`src/rtl/tank_cmd_sequencer.sv`:
```
// Command sequencer in front of the tank storage block.
// Move, fire and projectile-step operations: about 6 cycles from request to ack, one storage access per cycle.
// Requests that arrive while busy stay pending until served. Ports: clk/reset, p1/p2 move/fire requests,
//   st_q read-back, st_* storage controls, p1/p2 acks, cmd_err, proj_active, busy.
module tank_cmd_sequencer #(
  parameter int unsigned PROJ_PERIOD = 50_000_000,
  parameter int unsigned CNT_W       = 26
) (
  input  logic       clk,
  input  logic       reset,
  input  logic       p1_move_req,
  input  logic [7:0] p1_move_dir,
  input  logic       p1_fire_req,
  input  logic       p2_move_req,
  input  logic [7:0] p2_move_dir,
  input  logic       p2_fire_req,
  input  logic [7:0] st_q,
  output logic [3:0] st_mode,
  output logic       st_wren,
  output logic       st_load_out,
  output logic [7:0] st_address,
  output logic [7:0] st_data,
  output logic       p1_ack,
  output logic       p2_ack,
  output logic       cmd_err,
  output logic [1:0] proj_active,
  output logic       busy
);

  localparam logic [7:0] DIR_UP    = 8'h00;
  localparam logic [7:0] DIR_DOWN  = 8'h01;
  localparam logic [7:0] DIR_LEFT  = 8'h03;
  localparam logic [7:0] DIR_RIGHT = 8'h07;

  typedef enum logic [2:0] {S_IDLE, S_LOAD, S_WAITQ, S_CAPT, S_WR1, S_WR2} state_t;
  typedef enum logic [1:0] {OP_MOVE, OP_FIRE, OP_STEP} op_t;

  function automatic logic dir_ok(input logic [7:0] d);
    return (d == DIR_UP) || (d == DIR_DOWN) || (d == DIR_LEFT) || (d == DIR_RIGHT);
  endfunction

  // Positions are {col,row}. A projectile standing on the edge it is heading for leaves the field.
  function automatic logic at_edge(input logic [7:0] pos, input logic [7:0] dir);
    logic e;
    case (dir)
      DIR_UP:    e = (pos[3:0] == 4'h0);
      DIR_DOWN:  e = (pos[3:0] == 4'hF);
      DIR_LEFT:  e = (pos[7:4] == 4'h0);
      DIR_RIGHT: e = (pos[7:4] == 4'hF);
      default:   e = 1'b1;
    endcase
    return e;
  endfunction

  state_t          state_q;
  op_t             op_q;
  logic            plr_q;
  logic [7:0]      dir_q;
  logic [7:0]      pos_q;
  logic            rr_q;
  logic [CNT_W-1:0] tick_q;
  logic [1:0]      pmove_q, pmove_d;
  logic [1:0]      pfire_q, pfire_d;
  logic [1:0]      pstep_q, pstep_d;
  logic [1:0][7:0] pdir_q, pdir_d;
  logic [1:0][7:0] lastdir_q;
  logic [1:0][7:0] projdir_q;

  logic            tick_wrap;
  logic [1:0]      has_cmd;
  logic            gnt_vld;
  op_t             gnt_op;
  logic            gnt_plr;
  logic            gnt_take;
  logic [1:0]      move_req, fire_req, move_ok;
  logic [1:0][7:0] dir_in;

  assign tick_wrap = (tick_q == CNT_W'(PROJ_PERIOD - 1));
  assign move_req  = {p2_move_req, p1_move_req};
  assign fire_req  = {p2_fire_req, p1_fire_req};
  assign dir_in    = {p2_move_dir, p1_move_dir};
  assign move_ok   = {dir_ok(p2_move_dir), dir_ok(p1_move_dir)};
  assign has_cmd   = pmove_q | pfire_q;
  assign gnt_take  = (state_q == S_IDLE) && gnt_vld;

  // Projectile steps beat player commands; players alternate via rr_q.
  always_comb begin
    gnt_vld = 1'b0;
    gnt_op  = OP_MOVE;
    gnt_plr = 1'b0;
    if (pstep_q[0]) begin
      gnt_vld = 1'b1; gnt_op = OP_STEP; gnt_plr = 1'b0;
    end else if (pstep_q[1]) begin
      gnt_vld = 1'b1; gnt_op = OP_STEP; gnt_plr = 1'b1;
    end else if (has_cmd[rr_q]) begin
      gnt_vld = 1'b1; gnt_plr = rr_q;
      gnt_op  = pmove_q[rr_q] ? OP_MOVE : OP_FIRE;
    end else if (has_cmd[~rr_q]) begin
      gnt_vld = 1'b1; gnt_plr = ~rr_q;
      gnt_op  = pmove_q[~rr_q] ? OP_MOVE : OP_FIRE;
    end
  end

  // Pending flags: the grant clears first so a request arriving in the same cycle is kept.
  always_comb begin
    pmove_d = pmove_q;
    pfire_d = pfire_q;
    pstep_d = pstep_q;
    pdir_d  = pdir_q;
    if (gnt_take) begin
      case (gnt_op)
        OP_MOVE: pmove_d[gnt_plr] = 1'b0;
        OP_FIRE: pfire_d[gnt_plr] = 1'b0;
        default: pstep_d[gnt_plr] = 1'b0;
      endcase
    end
    for (int p = 0; p < 2; p++) begin
      if (move_req[p] && move_ok[p]) begin
        pmove_d[p] = 1'b1;
        pdir_d[p]  = dir_in[p];
      end
      if (fire_req[p]) pfire_d[p] = 1'b1;
      if (tick_wrap && proj_active[p]) pstep_d[p] = 1'b1;
    end
  end

  always_ff @(posedge clk or negedge reset) begin
    if (!reset) begin
      state_q     <= S_IDLE;
      op_q        <= OP_MOVE;
      plr_q       <= 1'b0;
      dir_q       <= '0;
      pos_q       <= '0;
      rr_q        <= 1'b0;
      tick_q      <= '0;
      pmove_q     <= '0;
      pfire_q     <= '0;
      pstep_q     <= '0;
      pdir_q      <= '0;
      lastdir_q   <= {DIR_UP, DIR_DOWN};
      projdir_q   <= '0;
      st_mode     <= '0;
      st_wren     <= 1'b0;
      st_load_out <= 1'b0;
      st_address  <= '0;
      st_data     <= '0;
      p1_ack      <= 1'b0;
      p2_ack      <= 1'b0;
      cmd_err     <= 1'b0;
      proj_active <= '0;
      busy        <= 1'b0;
    end else begin
      tick_q      <= tick_wrap ? '0 : tick_q + CNT_W'(1);
      pmove_q     <= pmove_d;
      pfire_q     <= pfire_d;
      pstep_q     <= pstep_d;
      pdir_q      <= pdir_d;
      st_wren     <= 1'b0;
      st_load_out <= 1'b0;
      p1_ack      <= 1'b0;
      p2_ack      <= 1'b0;
      cmd_err     <= |(move_req & ~move_ok);

      case (state_q)
        S_IDLE: begin
          if (gnt_vld) begin
            op_q        <= gnt_op;
            plr_q       <= gnt_plr;
            dir_q       <= pdir_q[gnt_plr];
            state_q     <= S_LOAD;
            busy        <= 1'b1;
            st_load_out <= 1'b1;
            if (gnt_op == OP_STEP) st_mode <= gnt_plr ? 4'd6 : 4'd3;
            else                   st_mode <= gnt_plr ? 4'd4 : 4'd1;
          end
        end
        S_LOAD:  state_q <= S_WAITQ;
        S_WAITQ: state_q <= S_CAPT;
        S_CAPT: begin
          pos_q   <= st_q;
          state_q <= S_WR1;
          if (op_q == OP_MOVE) begin
            st_wren <= 1'b1;
            st_mode <= plr_q ? 4'd5 : 4'd2;
            st_data <= dir_q;
          end
        end
        S_WR1: begin
          state_q <= S_WR2;
          case (op_q)
            OP_MOVE: begin
              st_wren          <= 1'b1;
              st_mode          <= plr_q ? 4'd4 : 4'd1;
              st_address       <= pos_q;
              st_data          <= dir_q;
              lastdir_q[plr_q] <= dir_q;
            end
            OP_FIRE: begin
              if (!proj_active[plr_q]) begin
                st_wren            <= 1'b1;
                st_mode            <= plr_q ? 4'd6 : 4'd3;
                st_address         <= pos_q;
                st_data            <= lastdir_q[plr_q];
                proj_active[plr_q] <= 1'b1;
                projdir_q[plr_q]   <= lastdir_q[plr_q];
              end
            end
            default: begin
              // A step queued just as the projectile left is dropped without a write.
              if (proj_active[plr_q] && !at_edge(pos_q, projdir_q[plr_q])) begin
                st_wren    <= 1'b1;
                st_mode    <= plr_q ? 4'd6 : 4'd3;
                st_address <= pos_q;
                st_data    <= projdir_q[plr_q];
              end else begin
                proj_active[plr_q] <= 1'b0;
              end
            end
          endcase
          if (op_q != OP_STEP) begin
            if (plr_q) p2_ack <= 1'b1;
            else       p1_ack <= 1'b1;
            rr_q <= ~rr_q;
          end
        end
        S_WR2: begin
          state_q <= S_IDLE;
          busy    <= 1'b0;
        end
        default: begin
          state_q <= S_IDLE;
          busy    <= 1'b0;
        end
      endcase
    end
  end

endmodule

```
`config.mk`:
```
export PLATFORM = sky130hd
export DESIGN_NAME = tank_cmd_sequencer
export DESIGN_NICKNAME = d
export VERILOG_FILES = /design/src/rtl/tank_cmd_sequencer.sv
export SDC_FILE = /design/constraint.sdc
export NUM_CORES = 1
export LEC_CHECK = 0
export BUFFER_PORTS_ARGS = -buffer_cell sky130_fd_sc_hd__buf_2
export CORE_MARGIN = 5
export CORE_UTILIZATION = 50
export CTS_BUF_LIST = sky130_fd_sc_hd__clkbuf_8
export DETAILED_ROUTE_END_ITERATION = 10
export PLACE_DENSITY = 0.73
export SYNTH_ARGS = -nofsm -noshare
export SYNTH_HDL_FRONTEND = slang
export SYNTH_SLANG_ARGS = --single-unit
```
`constraint.sdc`:
```
create_clock -name clk -period 2.4 [get_ports clk]
set_input_delay 0.24 -clock clk [delete_from_list [all_inputs] [get_ports clk]]
set_output_delay 0.24 -clock clk [all_outputs]
set_load 0.01 [all_outputs]
```
==> results of run 1 <==
[worst max path at each step]
stage	end
final	st_address[6]$_DFFE_PN0P_
after global placement	st_data[0]$_DFFE_PN0P_
after CTS	st_data[1]$_DFFE_PN0P_
after global routing	st_data[4]$_DFFE_PN0P_
after floorplan	st_address[0]$_DFFE_PN0P_
after detailed placement	st_data[4]$_DFFE_PN0P_
[critical path: stages, from the launching register on]
cell and delay [ns]:
dfrtp_2 0.44, nand2b_4 0.15, or4_4 0.41, a211o_1 0.32, o31a_1 0.26, or3_1 0.36, buf_6 0.17, mux2_4 0.30
[power groups by stage]
stage	logic [mW]	clock network [mW]	registers (mW)
4_1_cts	1.43	1.93	2.67
3_3_place_gp	1.34	0	2.68
2_1_floorplan	0.869	0	2.68
5_1_grt	1.61	2.03	2.71
6_report	1.49	1.89	2.67
3_5_place_dp	1.38	0	2.70
[metrics by stage]
stage	power, mW	TNS, ns	utilization [%]	cell area, um2
2_1_floorplan	3.552	-0.1469	-	5817
3_3_place_gp	4.028	-1.292	56.76	6481
3_5_place_dp	4.087	-1.545	56.76	6481
4_1_cts	6.030	-1.486	61.08	6974
5_1_grt	6.351	-2.798	61.71	7047
6_report	6.045	-1.868	61.71	7047
[registers in the layout, summed over array words and instances (netlist names), named ones only]
name         flops
busy             1
cmd_err          1
dir_q            8
lastdir_q       16
op_q             2
p1_ack           1
p2_ack           1
pdir_q          16
pfire_q          2
plr_q            1
pmove_q          2
pos_q            8
projdir_q       16
pstep_q          2
rr_q             1
st_address       8
st_data          8
st_load_out      1
st_mode          3
st_wren          1
state_q          3
tick_q          26
[kinds of logic after synthesis]
kind of cell	after synthesis	share of synthesized area, %
multiplexers	86	16.70
XOR/XNOR	25	3.772
adder cells (fa/ha/maj)	1	0.2155
other	1	0.06459
AO/OA/AOI/OAI	72	8.061
buffers and inverters	23	1.638
AND/OR/NAND/NOR	160	13.49
flip-flops	130	56.06
[repair_timing]
item	CTS	global route
hold endpoints to repair	47	0
pin swaps	0	3
resized for setup	13	16
buffers inserted	1	1
endpoints found under the setup margin	19	19
hold buffers	3	0
[placed cells by master, fill, tap and decap left out, types with 17 or more instances in the layout]
master    instances
clkbuf_8         21
dfrtp_1         128
nand2_1          50
buf_2            55
mux2_4           19
mux2_2           44
mux2i_1          21
nor2_1           32
buf_4            29
nand3_1          17
o21ai_0          28
[routing by layer]
| layer | GRT usage, % | routed length [um] | part of all wire [%] |
|---|---|---|---|
| met5 | 0 | 0 | 0 |
| met3 | 4.469 | 679 | 5.4 |
| met1 | 24.58 | 5697 | 45 |
| met2 | 29.31 | 5978 | 48 |
| met4 | 7.742 | 171 | 1.4 |
[final cells by class]
class | count | area, um2 | area share [%]
well taps | 143 | 178.9 | 2.539
clock inverters | 9 | 115.1 | 1.634
inverters | 4 | 15.01 | 0.2131
repair buffers | 94 | 619.3 | 8.789
multi-input cells | 345 | 2574 | 36.52
clock buffers | 21 | 289.0 | 4.102
flip-flops and latches | 130 | 3256 | 46.20
==> flow_results.xml, run 1 <==
<?xml version="1.0" encoding="UTF-8"?>
<metrics>
  <group name="floorplan">
    <metric name="rows" unit="">39</metric>
    <metric name="die-height" unit="um">117.8</metric>
    <metric name="die_area" unit="um2">13870</metric>
    <metric name="num_io_pins" unit="">58</metric>
    <metric name="die_w" unit="um">117.8</metric>
    <metric name="initial_util" unit="%">50.84</metric>
    <metric name="core_ar" unit="um2">11420</metric>
  </group>
  <group name="pwr">
    <metric name="cell_internal_pwr" unit="mW">4.330</metric>
    <metric name="power_per_cell_area" unit="nW/um2">857.9</metric>
    <metric name="p_leak" unit="nW">3.369</metric>
    <metric name="pwr-share-seq" unit="%">44.2</metric>
    <metric name="vdd_drop_max" unit="mV">0.6118</metric>
    <metric name="switching_share" unit="%">28.38</metric>
    <metric name="pwr-share-clk" unit="%">31.2</metric>
    <metric name="pwr-share-comb" unit="%">24.6</metric>
    <metric name="power.net_switching" unit="mW">1.716</metric>
  </group>
  <group name="timing">
    <metric name="slew_headroom" unit="%">34.21</metric>
    <metric name="post-route-period-util" unit="%">105.3</metric>
    <metric name="max_freq" unit="MHz">395.7</metric>
    <metric name="clock-skew-final" unit="ns">0.009578</metric>
    <metric name="grt_setup_unrepaired" unit="">yes</metric>
    <metric name="fin_crit_period" unit="ns">2.527</metric>
    <metric name="holdWs" unit="ns">0.03684</metric>
    <metric name="post-route-worst-setup-slack" unit="ns">-0.1274</metric>
    <metric name="timing.final.max_slew_violations" unit="">0</metric>
    <metric name="finalHoldViolCount" unit="">0</metric>
    <metric name="tightestPinTransition" unit="ns">0.9832</metric>
    <metric name="final-setup-viol-count" unit="">16</metric>
  </group>
  <group name="grt">
    <metric name="wire_length_of_the_first_global_routing_pass" unit="um">21060</metric>
    <metric name="first_global_vias" unit="">4294</metric>
    <metric name="track_usage" unit="%">18.56</metric>
    <metric name="antenna_violations_before_repair" unit="">0</metric>
    <metric name="grt_max_degree" unit="">49</metric>
    <metric name="globalRouteOverflowTotal" unit="">0</metric>
  </group>
  <group name="placed_design">
    <metric name="hpwl" unit="um">9032</metric>
    <metric name="gpl.final_weighted_congestion" unit="">0.8694</metric>
    <metric name="dp_cells" unit="">712</metric>
    <metric name="port_buffers" unit="">56</metric>
    <metric name="worst_slack_after_detailed_placement" unit="ns">-0.1068</metric>
  </group>
  <group name="synthesis">
    <metric name="synth-warning-count" unit="">0</metric>
    <metric name="syn-instance-count" unit="">498</metric>
    <metric name="post_synth.cell_area_avg" unit="um2">11.66</metric>
    <metric name="synth_seq_area_share" unit="%">56.06</metric>
    <metric name="yosysUniqueCellTypes" unit="">51</metric>
    <metric name="ys_dominant_reg_cell" unit="">dfrtp_1</metric>
    <metric name="synth_fp_nets" unit="">529</metric>
    <metric name="yosys_top_cell_area_share" unit="%">55.60</metric>
    <metric name="synth_enable_flop_cells" unit="">0</metric>
    <metric name="synth-seq-cells" unit="">130</metric>
    <metric name="fraction_of_registers_with_async_set_reset" unit="%">100.0</metric>
    <metric name="synth_area_leaders" unit="">dfrtp_1 (56%), mux2_2 (10%), mux2i_1 (4.0%)</metric>
    <metric name="synth_area_leader_cell" unit="">dfrtp_1</metric>
    <metric name="syn-cell-area" unit="um2">5806</metric>
    <metric name="yosys.cell_count.top_type" unit="">dfrtp_1</metric>
    <metric name="synth_common_cells" unit="">dfrtp_1 (129), mux2_2 (52), nand2_1 (50)</metric>
  </group>
  <group name="routing">
    <metric name="tritonroute_pass_1_iters" unit="">5</metric>
    <metric name="routed_wire_length_per_instance" unit="um">16.79</metric>
    <metric name="ant_nets" unit="">0</metric>
    <metric name="avgViaCountPerCell" unit="">5.568</metric>
    <metric name="post-route-drc-count" unit="">0</metric>
    <metric name="route.vias.total" unit="">4154</metric>
    <metric name="dr_iter_0_viols" unit="">250</metric>
    <metric name="final_wirelength" unit="um">12530</metric>
  </group>
  <group name="setup_path">
    <metric name="path_max_fanout" unit="">8</metric>
    <metric name="ff2ff_path_depth" unit="">7</metric>
    <metric name="worst_ep_arrival_time" unit="ns">2.85</metric>
    <metric name="critical_path_class" unit="">reg2reg</metric>
    <metric name="worstSetupStartpointType" unit="">flip-flop</metric>
    <metric name="worst-r2r-setup-slack" unit="ns">-0.13</metric>
    <metric name="end_kind" unit="">flip-flop</metric>
    <metric name="timing.rr.end" unit="">st_address[6]$_DFFE_PN0P_</metric>
    <metric name="worst-endpoint-required" unit="ns">2.72</metric>
    <metric name="critPathLaunch" unit="">plr_q$_DFFE_PN0P_</metric>
    <metric name="r2r-start" unit="">plr_q$_DFFE_PN0P_</metric>
  </group>
  <group name="cts">
    <metric name="cts_max_path_buffers" unit="">2</metric>
    <metric name="numCtsBuffers" unit="">17</metric>
    <metric name="post_cts_clock_slew_at_the_launch_and_capture_registers_of_the_worst_setup_and_hold_paths" unit="ns">0.07</metric>
    <metric name="cts_num_sinks" unit="">130</metric>
    <metric name="h_tree_levels" unit="">4</metric>
    <metric name="worstSkewPairLatency" unit="ns">0.44</metric>
    <metric name="cts.root.buffer_cell" unit="">clkbuf_8</metric>
    <metric name="tritoncts_clock_tree" unit="">done</metric>
  </group>
  <group name="cells_and_area">
    <metric name="antenna_cells_inserted" unit="">0</metric>
    <metric name="layout-drive-gt1-share" unit="%">32.34</metric>
    <metric name="nFillCells" unit="">902</metric>
    <metric name="stdcell_count" unit="">746</metric>
    <metric name="finalNetCount" unit="">623</metric>
    <metric name="syn2layout_area_growth" unit="%">21.38</metric>
  </group>
  <group name="hold_path">
    <metric name="holdCritStartpoint" unit="">st_q[3]</metric>
    <metric name="hold_path_depth" unit="">2</metric>
    <metric name="class_of_the_tightest_hold_or_removal_check" unit="">in2reg</metric>
    <metric name="endpoint_of_the_worst_hold_timing_path" unit="">pos_q[3]$_DFFE_PN0P_</metric>
  </group>
  <group name="run_status">
    <metric name="violations" unit="">negative setup slack</metric>
    <metric name="run_status" unit="">finished, violations left</metric>
  </group>
  <group name="flow_run">
    <metric name="max_cap_viol_count" unit="">0</metric>
  </group>
</metrics>
(Power assumes the default switching activity.)
==> run 2: changes to the inputs <==
Settings changed: SETUP_SLACK_MARGIN from default to 0.02.
==> run 2 against run 1 <==
The run still ends with negative setup slack left. Clock power hardly changed. Utilization unchanged. Die area unchanged. Critical endpoint is now st_data[7]$_DFFE_PN0P_.
==> flow_results.xml, run 2 (same netlist as run 1, synthesis figures left out) <==
<?xml version="1.0" encoding="UTF-8"?>
<metrics>
  <group name="grt">
    <metric name="wire_length_of_the_first_global_routing_pass" unit="um">21090</metric>
    <metric name="globalRouteOverflowTotal" unit="">0</metric>
    <metric name="grt_max_degree" unit="">49</metric>
    <metric name="first_global_vias" unit="">4297</metric>
    <metric name="antenna_violations_before_repair" unit="">0</metric>
    <metric name="track_usage" unit="%">18.58</metric>
  </group>
  <group name="cts">
    <metric name="numCtsBuffers" unit="">17</metric>
    <metric name="worstSkewPairLatency" unit="ns">0.44</metric>
    <metric name="cts.root.buffer_cell" unit="">clkbuf_8</metric>
    <metric name="tritoncts_clock_tree" unit="">done</metric>
    <metric name="post_cts_clock_slew_at_the_launch_and_capture_registers_of_the_worst_setup_and_hold_paths" unit="ns">0.07</metric>
    <metric name="h_tree_levels" unit="">4</metric>
    <metric name="cts_max_path_buffers" unit="">2</metric>
    <metric name="cts_num_sinks" unit="">130</metric>
  </group>
  <group name="pwr">
    <metric name="power.net_switching" unit="mW">1.716</metric>
    <metric name="pwr-share-seq" unit="%">44.1</metric>
    <metric name="vdd_drop_max" unit="mV">0.6116</metric>
    <metric name="p_leak" unit="nW">3.371</metric>
    <metric name="power_per_cell_area" unit="nW/um2">859.2</metric>
    <metric name="switching_share" unit="%">28.35</metric>
    <metric name="cell_internal_pwr" unit="mW">4.338</metric>
    <metric name="pwr-share-comb" unit="%">24.7</metric>
    <metric name="pwr-share-clk" unit="%">31.2</metric>
  </group>
  <group name="cells_and_area">
    <metric name="layout-drive-gt1-share" unit="%">32.45</metric>
    <metric name="syn2layout_area_growth" unit="%">21.38</metric>
    <metric name="largest_register_ff_count" unit="">26</metric>
    <metric name="finalNetCount" unit="">624</metric>
    <metric name="mostFrequentLayoutCells" unit="">dfrtp_1 (128), buf_2 (55), nand2_1 (50)</metric>
    <metric name="layout_commonest_cell" unit="">dfrtp_1</metric>
    <metric name="largest-register" unit="">tick_q</metric>
    <metric name="final_cell_area" unit="um2">7047</metric>
    <metric name="nFillCells" unit="">904</metric>
    <metric name="antenna_cells_inserted" unit="">0</metric>
  </group>
  <group name="run_status">
    <metric name="run_status" unit="">finished, violations left</metric>
    <metric name="violations" unit="">negative setup slack</metric>
  </group>
  <group name="setup_path">
    <metric name="end_kind" unit="">flip-flop</metric>
    <metric name="worst-endpoint-required" unit="ns">2.73</metric>
    <metric name="critical_path_class" unit="">reg2reg</metric>
    <metric name="worst_ep_arrival_time" unit="ns">2.85</metric>
    <metric name="worst-r2r-setup-slack" unit="ns">-0.12</metric>
    <metric name="timing.rr.end" unit="">st_data[7]$_DFFE_PN0P_</metric>
    <metric name="worstSetupStartpointType" unit="">flip-flop</metric>
    <metric name="path_max_fanout" unit="">6</metric>
    <metric name="ff2ff_path_depth" unit="">8</metric>
    <metric name="r2r-start" unit="">plr_q$_DFFE_PN0P_</metric>
  </group>
  <group name="timing">
    <metric name="timing.final.max_slew_violations" unit="">0</metric>
    <metric name="post-route-worst-setup-slack" unit="ns">-0.1190</metric>
    <metric name="finalHoldViolCount" unit="">0</metric>
    <metric name="final-setup-viol-count" unit="">16</metric>
    <metric name="max_freq" unit="MHz">397.0</metric>
    <metric name="post-route-period-util" unit="%">105.0</metric>
    <metric name="tightestPinTransition" unit="ns">0.9797</metric>
    <metric name="slew_headroom" unit="%">34.45</metric>
    <metric name="fin_crit_period" unit="ns">2.519</metric>
    <metric name="grt_setup_unrepaired" unit="">yes</metric>
    <metric name="clock-skew-final" unit="ns">0.008689</metric>
  </group>
  <group name="routing">
    <metric name="post-route-drc-count" unit="">0</metric>
    <metric name="final_wirelength" unit="um">12520</metric>
    <metric name="ant_nets" unit="">0</metric>
    <metric name="tritonroute_pass_1_iters" unit="">5</metric>
    <metric name="avgViaCountPerCell" unit="">5.577</metric>
    <metric name="dr_iter_0_viols" unit="">268</metric>
    <metric name="route.vias.total" unit="">4166</metric>
    <metric name="routed_wire_length_per_instance" unit="um">16.76</metric>
  </group>
  <group name="flow_run">
    <metric name="max_cap_viol_count" unit="">0</metric>
  </group>
  <group name="hold_path">
    <metric name="holdCritStartpoint" unit="">st_q[3]</metric>
    <metric name="hold_path_depth" unit="">2</metric>
    <metric name="endpoint_of_the_worst_hold_timing_path" unit="">pos_q[3]$_DFFE_PN0P_</metric>
    <metric name="class_of_the_tightest_hold_or_removal_check" unit="">in2reg</metric>
  </group>
  <group name="placed_design">
    <metric name="dpl_cell_area" unit="um2">6481</metric>
    <metric name="gpl.final_weighted_congestion" unit="">0.8694</metric>
    <metric name="worst_slack_after_detailed_placement" unit="ns">-0.1068</metric>
    <metric name="hpwl" unit="um">9032</metric>
    <metric name="port_buffers" unit="">56</metric>
  </group>
  <group name="floorplan">
    <metric name="rows" unit="">39</metric>
    <metric name="die-height" unit="um">117.8</metric>
    <metric name="core_ar" unit="um2">11420</metric>
    <metric name="num_io_pins" unit="">58</metric>
    <metric name="initial_util" unit="%">50.84</metric>
    <metric name="die_area" unit="um2">13870</metric>
    <metric name="die_w" unit="um">117.8</metric>
  </group>
</metrics>
==> run 2: area by class of cell <==
class	instances	area, um2	area share (%)
Multi-Input combinational cell	345	2566	36.42
Sequential cell	130	3256	46.20
Clock buffer	21	289.0	4.102
Clock inverter	9	115.1	1.634
Timing Repair Buffer	95	626.9	8.896
Inverter	4	15.01	0.2131
Tap cell	143	178.9	2.539
==> run 2: routing by layer <==
layer / global-route usage, % / part of all wire (%)
met5: 0 / 0
met4: 7.742 / 1.4
met2: 29.31 / 48
met1: 24.64 / 46
met3: 4.469 / 5.0
==> run 2: timing repair <==
item                                    4_1_cts  5_1_grt
setup buffers                                 1        1
endpoints found under the hold margin        47        0
pin swaps                                     1        0
endpoints found under the setup margin       19       19
gates resized for setup                      13       15
hold buffers                                  3        0
gates cloned                                  0        0
==> run 2: worst max path at each step <==
| stage | startpoint | slack, ns | endpoint | cells past startpoint |
|---|---|---|---|---|
| 6_report | plr_q$_DFFE_PN0P_ | -0.12 | st_data[7]$_DFFE_PN0P_ | 8 |
| 4_1_cts | plr_q$_DFFE_PN0P_ | -0.12 | st_data[1]$_DFFE_PN0P_ | 8 |
| 2_1_floorplan | plr_q$_DFFE_PN0P_ | -0.02 | st_address[0]$_DFFE_PN0P_ | 7 |
| 3_5_place_dp | plr_q$_DFFE_PN0P_ | -0.11 | st_data[4]$_DFFE_PN0P_ | 9 |
| 5_1_grt | plr_q$_DFFE_PN0P_ | -0.19 | st_data[4]$_DFFE_PN0P_ | 8 |
| 3_3_place_gp | pos_q[4]$_DFFE_PN0P_ | -0.1 | st_data[0]$_DFFE_PN0P_ | 8 |
==> run 2: critical path, stage by stage, from the launching register on <==
cell and delay (ns):
dfrtp_2 0.44, nand2b_4 0.15, or4_4 0.41, a211o_1 0.31
o31a_1 0.26, buf_6 0.13, o31ai_4 0.22, buf_6 0.18
mux2_4 0.30
==> run 2: power groups by stage <==
stage / combinational (mW) / sequential (mW) / clock, mW
final: 1.49 / 2.67 / 1.89
after CTS: 1.43 / 2.67 / 1.93
after detailed placement: 1.38 / 2.70 / 0
after global placement: 1.34 / 2.68 / 0
after global routing: 1.62 / 2.71 / 2.03
after floorplan: 0.869 / 2.68 / 0
==> run 2: per-stage QoR <==
step | TNS (ns) | power, mW | hold WS [ns] | utilization (%) | std cells
detailed placement | -1.545 | 4.087 | 0.2965 | 56.76 | 712
global placement | -1.292 | 4.028 | 0.2810 | 56.76 | 712
floorplan | -0.1469 | 3.552 | -0.05559 | - | 498
CTS | -1.486 | 6.030 | 0.01114 | 61.08 | 746
finish | -1.745 | 6.054 | 0.03605 | 61.71 | 747
global route | -2.831 | 6.360 | 0.01635 | 61.71 | 747
==> run 3: changes to the inputs <==
Settings changed: CAP_MARGIN from default to 20, CORE_UTILIZATION 50 to 40, PLACE_DENSITY 0.73 to 0.61.
==> run 3 against run 2 <==
Clock-buffer cell count stayed put. Critical endpoint is now st_address[5]$_DFFE_PN0P_. First-iteration DRC count is 11% lower. Flip-flop and latch count stayed put. Combinational power is 3% lower. Largest power group unchanged. The run still ends with negative setup slack left.
==> flow_results.xml, run 3 (same netlist as run 1, synthesis figures left out) <==
<?xml version="1.0" encoding="UTF-8"?>
<metrics>
  <group name="run_status">
    <metric name="run_status" unit="">finished, violations left</metric>
    <metric name="violations" unit="">negative setup slack</metric>
  </group>
  <group name="setup_path">
    <metric name="worst-endpoint-required" unit="ns">2.73</metric>
    <metric name="path_max_fanout" unit="">8</metric>
    <metric name="end_kind" unit="">flip-flop</metric>
    <metric name="critical_path_class" unit="">reg2reg</metric>
    <metric name="worstSetupStartpointType" unit="">flip-flop</metric>
    <metric name="worst_ep_arrival_time" unit="ns">2.88</metric>
  </group>
  <group name="routing">
    <metric name="dr_iter_0_viols" unit="">239</metric>
    <metric name="route.vias.total" unit="">4110</metric>
    <metric name="tritonroute_pass_1_iters" unit="">7</metric>
    <metric name="avgViaCountPerCell" unit="">5.196</metric>
    <metric name="ant_nets" unit="">0</metric>
    <metric name="final_wirelength" unit="um">12740</metric>
    <metric name="post-route-drc-count" unit="">0</metric>
    <metric name="routed_wire_length_per_instance" unit="um">16.11</metric>
  </group>
  <group name="grt">
    <metric name="antenna_violations_before_repair" unit="">0</metric>
    <metric name="grt_max_degree" unit="">50</metric>
    <metric name="track_usage" unit="%">16.13</metric>
    <metric name="wire_length_of_the_first_global_routing_pass" unit="um">21180</metric>
    <metric name="globalRouteOverflowTotal" unit="">0</metric>
    <metric name="first_global_vias" unit="">4207</metric>
  </group>
  <group name="cts">
    <metric name="cts_num_sinks" unit="">130</metric>
    <metric name="tritoncts_clock_tree" unit="">done</metric>
    <metric name="worstSkewPairLatency" unit="ns">0.45</metric>
    <metric name="post_cts_clock_slew_at_the_launch_and_capture_registers_of_the_worst_setup_and_hold_paths" unit="ns">0.07</metric>
    <metric name="cts_max_path_buffers" unit="">2</metric>
    <metric name="cts.root.buffer_cell" unit="">clkbuf_8</metric>
    <metric name="numCtsBuffers" unit="">17</metric>
    <metric name="h_tree_levels" unit="">4</metric>
  </group>
  <group name="timing">
    <metric name="clock-skew-final" unit="ns">0.01133</metric>
    <metric name="slew_headroom" unit="%">29.26</metric>
    <metric name="post-route-worst-setup-slack" unit="ns">-0.1563</metric>
    <metric name="aggregate_negative_setup_slack" unit="ns">-1.815</metric>
    <metric name="fin_crit_period" unit="ns">2.556</metric>
    <metric name="max_freq" unit="MHz">391.2</metric>
    <metric name="tightestPinTransition" unit="ns">1.057</metric>
    <metric name="timing.final.max_slew_violations" unit="">0</metric>
    <metric name="holdWs" unit="ns">0.02530</metric>
    <metric name="post-route-period-util" unit="%">106.5</metric>
    <metric name="final-setup-viol-count" unit="">19</metric>
    <metric name="grt_setup_unrepaired" unit="">yes</metric>
    <metric name="finalHoldViolCount" unit="">0</metric>
  </group>
  <group name="floorplan">
    <metric name="initial_util" unit="%">40.40</metric>
    <metric name="rows" unit="">44</metric>
    <metric name="die-height" unit="um">130.5</metric>
    <metric name="core_ar" unit="um2">14370</metric>
    <metric name="die_w" unit="um">130.5</metric>
    <metric name="die_area" unit="um2">17020</metric>
    <metric name="num_io_pins" unit="">58</metric>
  </group>
  <group name="placed_design">
    <metric name="hpwl" unit="um">9047</metric>
    <metric name="dpl_cell_area" unit="um2">6538</metric>
    <metric name="port_buffers" unit="">56</metric>
    <metric name="worst_slack_after_detailed_placement" unit="ns">-0.1577</metric>
    <metric name="gpl.final_weighted_congestion" unit="">0.8296</metric>
    <metric name="dp_cells" unit="">752</metric>
  </group>
  <group name="cells_and_area">
    <metric name="stdcell_count" unit="">791</metric>
    <metric name="layout-drive-gt1-share" unit="%">32.62</metric>
    <metric name="final_cell_area" unit="um2">7109</metric>
    <metric name="layout_commonest_cell" unit="">dfrtp_1</metric>
    <metric name="syn2layout_area_growth" unit="%">22.46</metric>
    <metric name="finalNetCount" unit="">625</metric>
    <metric name="antenna_cells_inserted" unit="">0</metric>
    <metric name="largest_register_ff_count" unit="">26</metric>
    <metric name="largest-register" unit="">tick_q</metric>
    <metric name="final_util" unit="%">49.48</metric>
    <metric name="mostFrequentLayoutCells" unit="">dfrtp_1 (128), buf_2 (55), nand2_1 (49)</metric>
  </group>
  <group name="pwr">
    <metric name="power_per_cell_area" unit="nW/um2">841.6</metric>
    <metric name="vdd_drop_max" unit="mV">0.3233</metric>
    <metric name="finalPower" unit="mW">5.983</metric>
    <metric name="p_leak" unit="nW">3.367</metric>
  </group>
  <group name="hold_path">
    <metric name="class_of_the_tightest_hold_or_removal_check" unit="">in2reg</metric>
  </group>
  <group name="flow_run">
    <metric name="max_cap_viol_count" unit="">0</metric>
  </group>
</metrics>
[run 3: changes by cell type in the layout (fill, tap and decap cells not counted), moves of 2 or more]
| cell | previous run | this run |
|---|---|---|
| mux2i_2 | 2 | 0 |
| buf_6 | 5 | 3 |
| inv_1 | 8 | 6 |
| clkinvlp_4 | 0 | 3 |
| mux2i_4 | 0 | 2 |
| dlygate4sd3_1 | 3 | 5 |
[run 3: power breakdown]
part	leakage, nW	switching (mW)	internal (mW)
logic	1.46	0.712	0.740
clock network	0.206	0.841	1.02
registers	1.70	0.221	2.45
[run 3: cell type report]
class	count	area, um2
multi-input combinational	345	2561
fill	1272	7259
tap	184	230.2
clock inverter	11	113.9
sequential	130	3256
inverter	4	15.01
timing repair buffer	96	644.4
clock buffer	21	289.0
[run 3: worst paths after layout]
path	from	to	slack, ns	cells after the start
setup / recovery	plr_q$_DFFE_PN0P_	st_address[5]$_DFFE_PN0P_	-0.16	7
hold / removal	p1_move_req	cmd_err$_DFF_PN0_	0.03	3
setup reg to reg	plr_q$_DFFE_PN0P_	st_address[5]$_DFFE_PN0P_	-0.16	7
hold reg to reg	pdir_q[3]$_DFFE_PN0P_	pdir_q[3]$_DFFE_PN0P_	0.48	1
max in group asynchronous	reset	lastdir_q[0]$_DFFE_PN1P_	1.42	3
min in group asynchronous	reset	tick_q[18]$_DFF_PN0_	0.32	2
[run 3: routing by layer]
metal / vias to the layer above / wire [um] / track usage, %
li1: 1973 / - / -
met1: 2024 / 5968 / 21.28
met2: 92 / 5952 / 25.17
met3: 21 / 579 / 4.228
met4: 0 / 242 / 7.139
met5: - / 0 / 0
[run 3: worst max-delay path, stage by stage, from the launching register on]
cell      delay (ns)
dfrtp_2         0.45
nand2b_4        0.15
or4_4           0.40
a211o_1         0.29
o31a_1          0.33
or3_1           0.34
buf_6           0.16
mux2_4          0.29
[run 3: repair_timing]
action / CTS / global route
pin swaps: 4 / 1
setup endpoints to repair: 19 / 19
endpoints found under the hold margin: 41 / 0
gates resized for setup: 8 / 17
gates cloned: 0 / 0
hold buffers: 5 / 0
buffers inserted: 2 / 0
